<file path="src/rtl/display_source_sel.sv">
// Display source selector: shows the baud code, or each received/transmitted
// byte for a guaranteed hold time, with a one-entry pending buffer.
module display_source_sel #(
    parameter int HOLD_CYCLES = 50_000_000,
    parameter int CNT_W       = 26
) (
    input  logic       src_clk,
    input  logic       rst,
    input  logic [1:0] baud_sel,
    input  logic       rx_valid,
    input  logic [7:0] rx_data,
    input  logic       tx_load,
    input  logic [7:0] tx_data,
    output logic       mode,
    output logic [7:0] msg,
    output logic       data_busy,
    output logic       overrun
);

    localparam logic BAUDRATE_MODE = 1'b0;
    localparam logic DATA_MODE     = 1'b1;

    localparam logic [CNT_W-1:0] RELOAD = CNT_W'(HOLD_CYCLES - 1);

    typedef enum logic {
        S_BAUD,
        S_DATA
    } state_t;

    state_t     state_q, state_d;
    logic [7:0] msg_q, msg_d;
    logic [CNT_W-1:0] cnt_q, cnt_d;
    logic       pend_vld_q, pend_vld_d;
    logic [7:0] pend_byte_q, pend_byte_d;
    logic       ovr_q, ovr_d;

    logic       ev;
    logic       both;
    logic [7:0] first_byte;

    assign ev         = rx_valid | tx_load;
    assign both       = rx_valid & tx_load;
    assign first_byte = rx_valid ? rx_data : tx_data;

    always_ff @(posedge src_clk) begin
        if (rst) begin
            state_q     <= S_BAUD;
            msg_q       <= 8'h00;
            cnt_q       <= '0;
            pend_vld_q  <= 1'b0;
            pend_byte_q <= 8'h00;
            ovr_q       <= 1'b0;
        end else begin
            state_q     <= state_d;
            msg_q       <= msg_d;
            cnt_q       <= cnt_d;
            pend_vld_q  <= pend_vld_d;
            pend_byte_q <= pend_byte_d;
            ovr_q       <= ovr_d;
        end
    end

    always_comb begin
        state_d     = state_q;
        msg_d       = msg_q;
        cnt_d       = cnt_q;
        pend_vld_d  = pend_vld_q;
        pend_byte_d = pend_byte_q;
        ovr_d       = 1'b0;
        unique case (state_q)
            S_BAUD: begin
                if (ev) begin
                    state_d = S_DATA;
                    msg_d   = first_byte;
                    cnt_d   = RELOAD;
                    if (both) begin
                        pend_vld_d  = 1'b1;
                        pend_byte_d = tx_data;
                    end
                end else begin
                    msg_d = {6'b0, baud_sel};
                end
            end
            S_DATA: begin
                if (cnt_q != '0) begin
                    cnt_d = cnt_q - CNT_W'(1);
                    // Newest byte wins the slot; anything displaced is an overrun
                    if (ev) begin
                        pend_vld_d  = 1'b1;
                        pend_byte_d = first_byte;
                        ovr_d       = both | pend_vld_q;
                    end
                end else if (pend_vld_q) begin
                    msg_d      = pend_byte_q;
                    cnt_d      = RELOAD;
                    pend_vld_d = ev;
                    if (ev) begin
                        pend_byte_d = first_byte;
                        ovr_d       = both;
                    end
                end else if (ev) begin
                    msg_d      = first_byte;
                    cnt_d      = RELOAD;
                    pend_vld_d = both;
                    if (both) begin
                        pend_byte_d = tx_data;
                    end
                end else begin
                    state_d = S_BAUD;
                    msg_d   = {6'b0, baud_sel};
                end
            end
        endcase
    end

    assign mode      = (state_q == S_DATA) ? DATA_MODE : BAUDRATE_MODE;
    assign data_busy = (state_q == S_DATA);
    assign msg       = msg_q;
    assign overrun   = ovr_q;

endmodule

</file>
<file path="config.mk">
export PLATFORM = sky130hd
export DESIGN_NAME = display_source_sel
export DESIGN_NICKNAME = d
export VERILOG_FILES = /design/src/rtl/display_source_sel.sv
export SDC_FILE = /design/constraint.sdc
export NUM_CORES = 1
export LEC_CHECK = 0
export BUFFER_PORTS_ARGS = -buffer_cell sky130_fd_sc_hd__buf_4
export CAP_MARGIN = 20
export CORE_MARGIN = 1.5
export CORE_UTILIZATION = 45
export DETAILED_ROUTE_END_ITERATION = 6
export GPL_ROUTABILITY_DRIVEN = 0
export PLACE_DENSITY = 0.67
export SETUP_SLACK_MARGIN = 0.4
export SLEW_MARGIN = 20
export SYNTH_ARGS = -nofsm -noshare
export SYNTH_HDL_FRONTEND = slang
export SYNTH_SLANG_ARGS = --single-unit
</file>
<file path="constraint.sdc">
create_clock -name src_clk -period 2.3 [get_ports src_clk]
set_input_delay 0.23 -clock src_clk [delete_from_list [all_inputs] [get_ports src_clk]]
set_output_delay 0.23 -clock src_clk [all_outputs]
set_load 0.05 [all_outputs]
</file>
==> metrics.txt, run 1 <==
clock slew at reported path FFs 90 ps; Initial Util 47.6%; num rows 27; Core Area 0.00561 mm2; GRT overflow 0; CTS tree yes; Layout Nets 409; largest net degree at the start of global routing 47; fmax 415 MHz; critical path's slowest cell or4_4; vias 2795; hold slack 221 ps; Syn Nets 354; Tcrit/Tclk final 105%; critical setup path kind reg -> reg; top cell type's share of synthesized area 33.8%; sequential group share of total power 44.1%; slowest stage delay, CP 600 ps; # port buffers 32; drt total wl 7730 um; maxcap violations 0; Net Sw Frac 32.6%; Synth Cell Area 0.00267 mm2; DRT antenna net count 0; pwr dens 585 mW/mm2; layout cells sized above 1 31.5%; Clk pwr share 27.1%; Crit path arrival time 2610 ps; total power 2.04 mW; reg2reg path depth 7; Gate Count Post-Synth 331; initial antenna violation count 0; Yosys reg bits 45; area leader, netlist dfxtp_1; Die W 80.0 um; Via density 6.09; failing checks setup timing; Slew Limit Fails 0; # IOs 33; sequential area share after synthesis 33.8%; leakage 1.37 nW; cell-internal power 1.37 mW; total CTS buffers 5; Sink Count 45; setup violators final 35; worst-path maximum fanout 6; synth unique cells 49; Clock Latency Late Sink 300 ps; synth top area cells dfxtp_1 (34%), nand2_1 (5.3%), nand3_1 (4.1%), a21oi_1 (3.6%), a31oi_1 (3.5%); antenna fix cells 0; detailed-route DRC error count 0; Worst setup SP type flop; Least-Margin Pin Slew 528 ps; Main synth FF type dfxtp_1; CP required 2490 ps; Hold/Removal Path Class in -> reg; crit path time final 2410 ps; initial detailed-routing violation count 219; DR WL/cell 16.8 um; Crit. End Element flop; Comb pwr share 28.8%; Max clock buf depth 2; final clock skew 3.31 ps; Worst IR Drop VDD 0.000372 V; DRT Pass-1 Iters 4; Cell Chain, Critical Path or4_4 -> or4_4 -> o41ai_4 -> buf_4 -> buf_4 -> nand2_1 -> o221a_1; Tot GR Track Use 25.0%; vias in the first global route 2549; fin worst setup slack -111 ps; setup TNS -1890 ps; first-pass GRT wire length 12600 um; root buffer cell clkbuf_8; fin util 62.0%; sw power 664 uW; Layout area overhead 30.4%; syn avg cell area 8.06 um2; hold path depth 3; Post-synth EDFFs 0; Synth async-reset ratio 0%; die area 0.00640 mm2; RSZ-0062 raised after global routing true; H-tree levels 2; final hold vios 0; post-DP HPWL 4750 um; status finished with violations; max_slew headroom 64.7%; Ys Warns 0; hold buffer count at CTS 0; Die Y 80.0 um
==> repair_timing <==
action                     in CTS  in global routing
cloned                          2                  1
gates resized for setup        14                 15
setup endpoints to repair      45                 45
pin swaps                       9                 12
buffers inserted                5                  3
==> synthesized netlist by cell type (all sizes together) (2+ instances only) <==
cell type	instances
dfxtp	45
nand2	38
nand3	22
nor2	20
a21oi	19
clkbuf	17
a31oi	15
buf	13
o211ai	12
nor3	11
nor4	11
or3	11
a311oi	10
inv	10
o21a	9
o21ai	8
a2bb2oi	7
mux2i	6
nand2b	6
or4	6
o22ai	4
a21o	3
and3	3
a211oi	2
a221oi	2
a31o	2
nand4b	2
nor2b	2
or2	2
xnor2	2
==> layout make-up <==
class	count	area, um2
multi-input cells	246	1680
fillers	501	2130
flip-flops and latches	45	903
well taps	72	90.1
inverters	10	37.5
repair buffers	78	671
clock inverters	1	5.00
clock buffers	7	96.3
==> cell usage in the layout (no fill, tap or decap), drive strengths merged, types with 2 or more instances in the layout <==
cell type | synthesis | final
inv | 10 | 10
nand2 | 38 | 38
o21ai | 8 | 8
nor3 | 11 | 11
or2 | 2 | 2
nor4 | 11 | 11
nand2b | 6 | 6
a31o | 2 | 2
o21a | 9 | 9
buf | 13 | 77
a21o | 3 | 3
nor2b | 2 | 2
a211oi | 2 | 2
xnor2 | 2 | 2
dfxtp | 45 | 45
or3 | 11 | 11
a31oi | 15 | 15
nor2 | 20 | 20
a2bb2oi | 7 | 7
mux2i | 6 | 6
nand3 | 22 | 22
and3 | 3 | 3
nand4b | 2 | 2
a221oi | 2 | 2
or4 | 6 | 6
a21oi | 19 | 19
o211ai | 12 | 12
a311oi | 10 | 10
o22ai | 4 | 4
clkbuf | 17 | 8
==> worst max-delay path: cells and delay by family, from the launching register on <==
kind                   cells  cell delay (ps)
DFF                        1              330
buffers and inverters      2              320
and+or+nand+nor            3             1200
AOI/OAI and AO/OA          2              470
==> metal layers <==
metal	routed length [um]	vias to the layer above	global-route usage (%)
li1	-	1349	-
met4	113	0	6.72
met5	0	-	0
met3	445	11	6.29
met2	3650	89	39.3
met1	3530	1346	33.8
==> sequential cells by signal, indices dropped and copies added, names as in the netlist <==
signal and flops:
pend_byte_q 8, msg 8, cnt_q 26, pend_vld_q 1, data_busy 1, overrun 1
==> per-stage QoR <==
stage / area, um2 / setup WS (ps) / instances
after floorplan: 2720 / -17.5 / 331
after global placement: 3140 / -50.7 / 440
after detailed placement: 3140 / -128 / 440
after CTS: 3370 / -79.6 / 455
after global routing: 3480 / -170 / 459
final: 3480 / -111 / 459
==> cells by family after synthesis <==
logic type,after synthesis,synth area share (%)
buffers and inverters,40,7.93
adders and majority gates,1,0.469
DFF,45,33.8
and+or+nand+nor,136,26.6
AOI/OAI and AO/OA,101,28.3
muxes,6,2.25
xor gates and xnor gates,2,0.657
==> power by group through the flow <==
stage                     Clock [mW]  Combinational [mW]  Sequential [mW]
after detailed placement           0               0.513            0.909
after CTS                      0.557               0.549            0.893
after global placement             0               0.504            0.908
after floorplan                    0               0.308            0.948
after global routing           0.591               0.631            0.905
final                          0.553               0.585            0.897
==> worst paths after layout <==
path                   start              to  slack (ps)
setup / recovery    cnt_q[4]       cnt_q[12]        -110
setup reg to reg    cnt_q[4]       cnt_q[12]        -110
hold reg to reg       msg[5]          msg[5]         460
hold / removal    tx_data[3]  pend_byte_q[3]         220
Power figures use the tool's default switching activity.
==> run 2: changes to the inputs <==
--- a/config.mk
+++ b/config.mk
@@ -13,6 +13,7 @@
 export GPL_ROUTABILITY_DRIVEN = 0
 export PLACE_DENSITY = 0.67
 export SETUP_SLACK_MARGIN = 0.4
+export SKIP_CTS_REPAIR_TIMING = 1
 export SLEW_MARGIN = 20
 export SYNTH_ARGS = -nofsm -noshare
 export SYNTH_HDL_FRONTEND = slang
==> metrics.txt, run 2 (synthesis gave the netlist of run 1 again) <==
DRT antenna net count 0; first-pass GRT wire length 12000 um; commonest non-fill, non-tap cell in the layout buf_4; Clk pwr share 26.7%; multi-input logic area 0.00177 mm2; Finished Cell Area 0.00362 mm2; crit path time final 2480 ps; Tcrit/Tclk final 108%; CTS tree yes; initial detailed-routing violation count 197; slowest stage delay, CP 600 ps; DRT Pass-1 Iters 4; Crit path top cell by count or4_4; fmax 403 MHz; Crit. End Element flop; Net Sw Frac 32.9%; clock slew at reported path FFs 90 ps; DR WL/cell 17.5 um; Layout area overhead 35.9%; Placement Setup Slack -128 ps; final clock skew 3.07 ps; vias 2831; GRT overflow 0; layout cells sized above 1 35.9%; max reg flops 26; placed cell area 0.00314 mm2; drt total wl 8070 um; critical path's slowest cell or4_4; largest net degree at the start of global routing 47; Core Area 0.00561 mm2; vias in the first global route 2473; H-tree levels 2; Die Y 80.0 um; die area 0.00640 mm2; hold slack 218 ps; antenna fix cells 0; CP required 2470 ps; M1 wire length 3560 um; fin worst setup slack -179 ps; Routed met2 length 3990 um; detailed-route DRC error count 0; cell-internal power 1.39 mW; RSZ-0062 raised after global routing true; sw power 681 uW; register bank with the most flops cnt_q; Max clock buf depth 2; Initial Util 47.6%; Crit path arrival time 2640 ps; Clock Latency Late Sink 300 ps; Via density 6.13; Least-Margin Pin Slew 549 ps; max_slew headroom 63.4%; Layout Nets 412; sequential group share of total power 43.5%; Worst IR Drop VDD 0.000361 V; status finished with violations; root buffer cell clkbuf_8; Die W 80.0 um; pwr dens 571 mW/mm2; Slew Limit Fails 0; worst-path maximum fanout 7; DR WL met3 421 um; setup violators final 41; initial antenna violation count 0; Sink Count 45; final hold vios 0; most frequent cells in the layout buf_4 (67), dfxtp_1 (44), nand2_1 (34); leakage 1.43 nW; post-DP HPWL 4750 um; Cell Chain, Critical Path or4_4 -> or4_4 -> o31a_1 -> buf_6 -> clkbuf_16 -> nand3_2 -> a31oi_1; top sig layer met4; FF/Latch Area 902 um2; Comb pwr share 29.8%; num rows 27; Hold/Removal Path Class in -> reg; failing checks setup timing; number of fill cells in the layout 484; critical setup path kind reg -> reg; Worst setup SP type flop; Tot GR Track Use 23.6%; # port buffers 32; maxcap violations 0; total CTS buffers 5; # IOs 33
[run 2: layout make-up]
type,instances,share of cell area [%]
multi-input cells,246,48.9
flip-flops and latches,45,24.9
repair buffers,81,19.9
clock buffers,7,2.66
well taps,72,2.49
inverters,10,1.04
clock inverters,1,0.138
[run 2: power by group through the flow]
stage / sequential (mW) / combinational (mW) / clock, mW
after detailed placement: 0.909 / 0.513 / 0
after CTS: 0.892 / 0.515 / 0.557
after global placement: 0.908 / 0.504 / 0
final: 0.900 / 0.617 / 0.553
after floorplan: 0.948 / 0.308 / 0
after global routing: 0.908 / 0.662 / 0.585
[run 2: path summary, 6_finish.rpt]
check / to / from / slack [ps] / cells past startpoint
max: cnt_q[8] / cnt_q[5] / -180 / 7
max reg2reg: cnt_q[8] / cnt_q[5] / -180 / 7
min: pend_byte_q[3] / tx_data[3] / 220 / 3
min reg2reg: msg[3] / msg[3] / 460 / 2
[run 2: metal layers]
metal / global-route usage, % / up-vias
met1: 31.7 / 1376
met3: 4.34 / 9
met4: 6.21 / 0
met5: 0 / -
li1: - / 1359
met2: 38.7 / 87
[run 2: critical path, delay by kind of cell (launching register included)]
family / cells / cell delay (ps)
buffers and inverters: 2 / 330
DFF: 1 / 330
and+or+nand+nor: 3 / 1190
AOI/OAI and AO/OA: 2 / 490
[run 2: metrics by stage]
step | power, mW | cells | setup TNS [ps] | util [%]
4_1_cts | 1.96 | 448 | -1980 | 57.8
3_5_place_dp | 1.42 | 440 | -1210 | 56.0
2_1_floorplan | 1.26 | 331 | -175 | -
5_1_grt | 2.16 | 462 | -7000 | 64.6
3_3_place_gp | 1.41 | 440 | -178 | 56.0
6_report | 2.07 | 462 | -4630 | 64.6
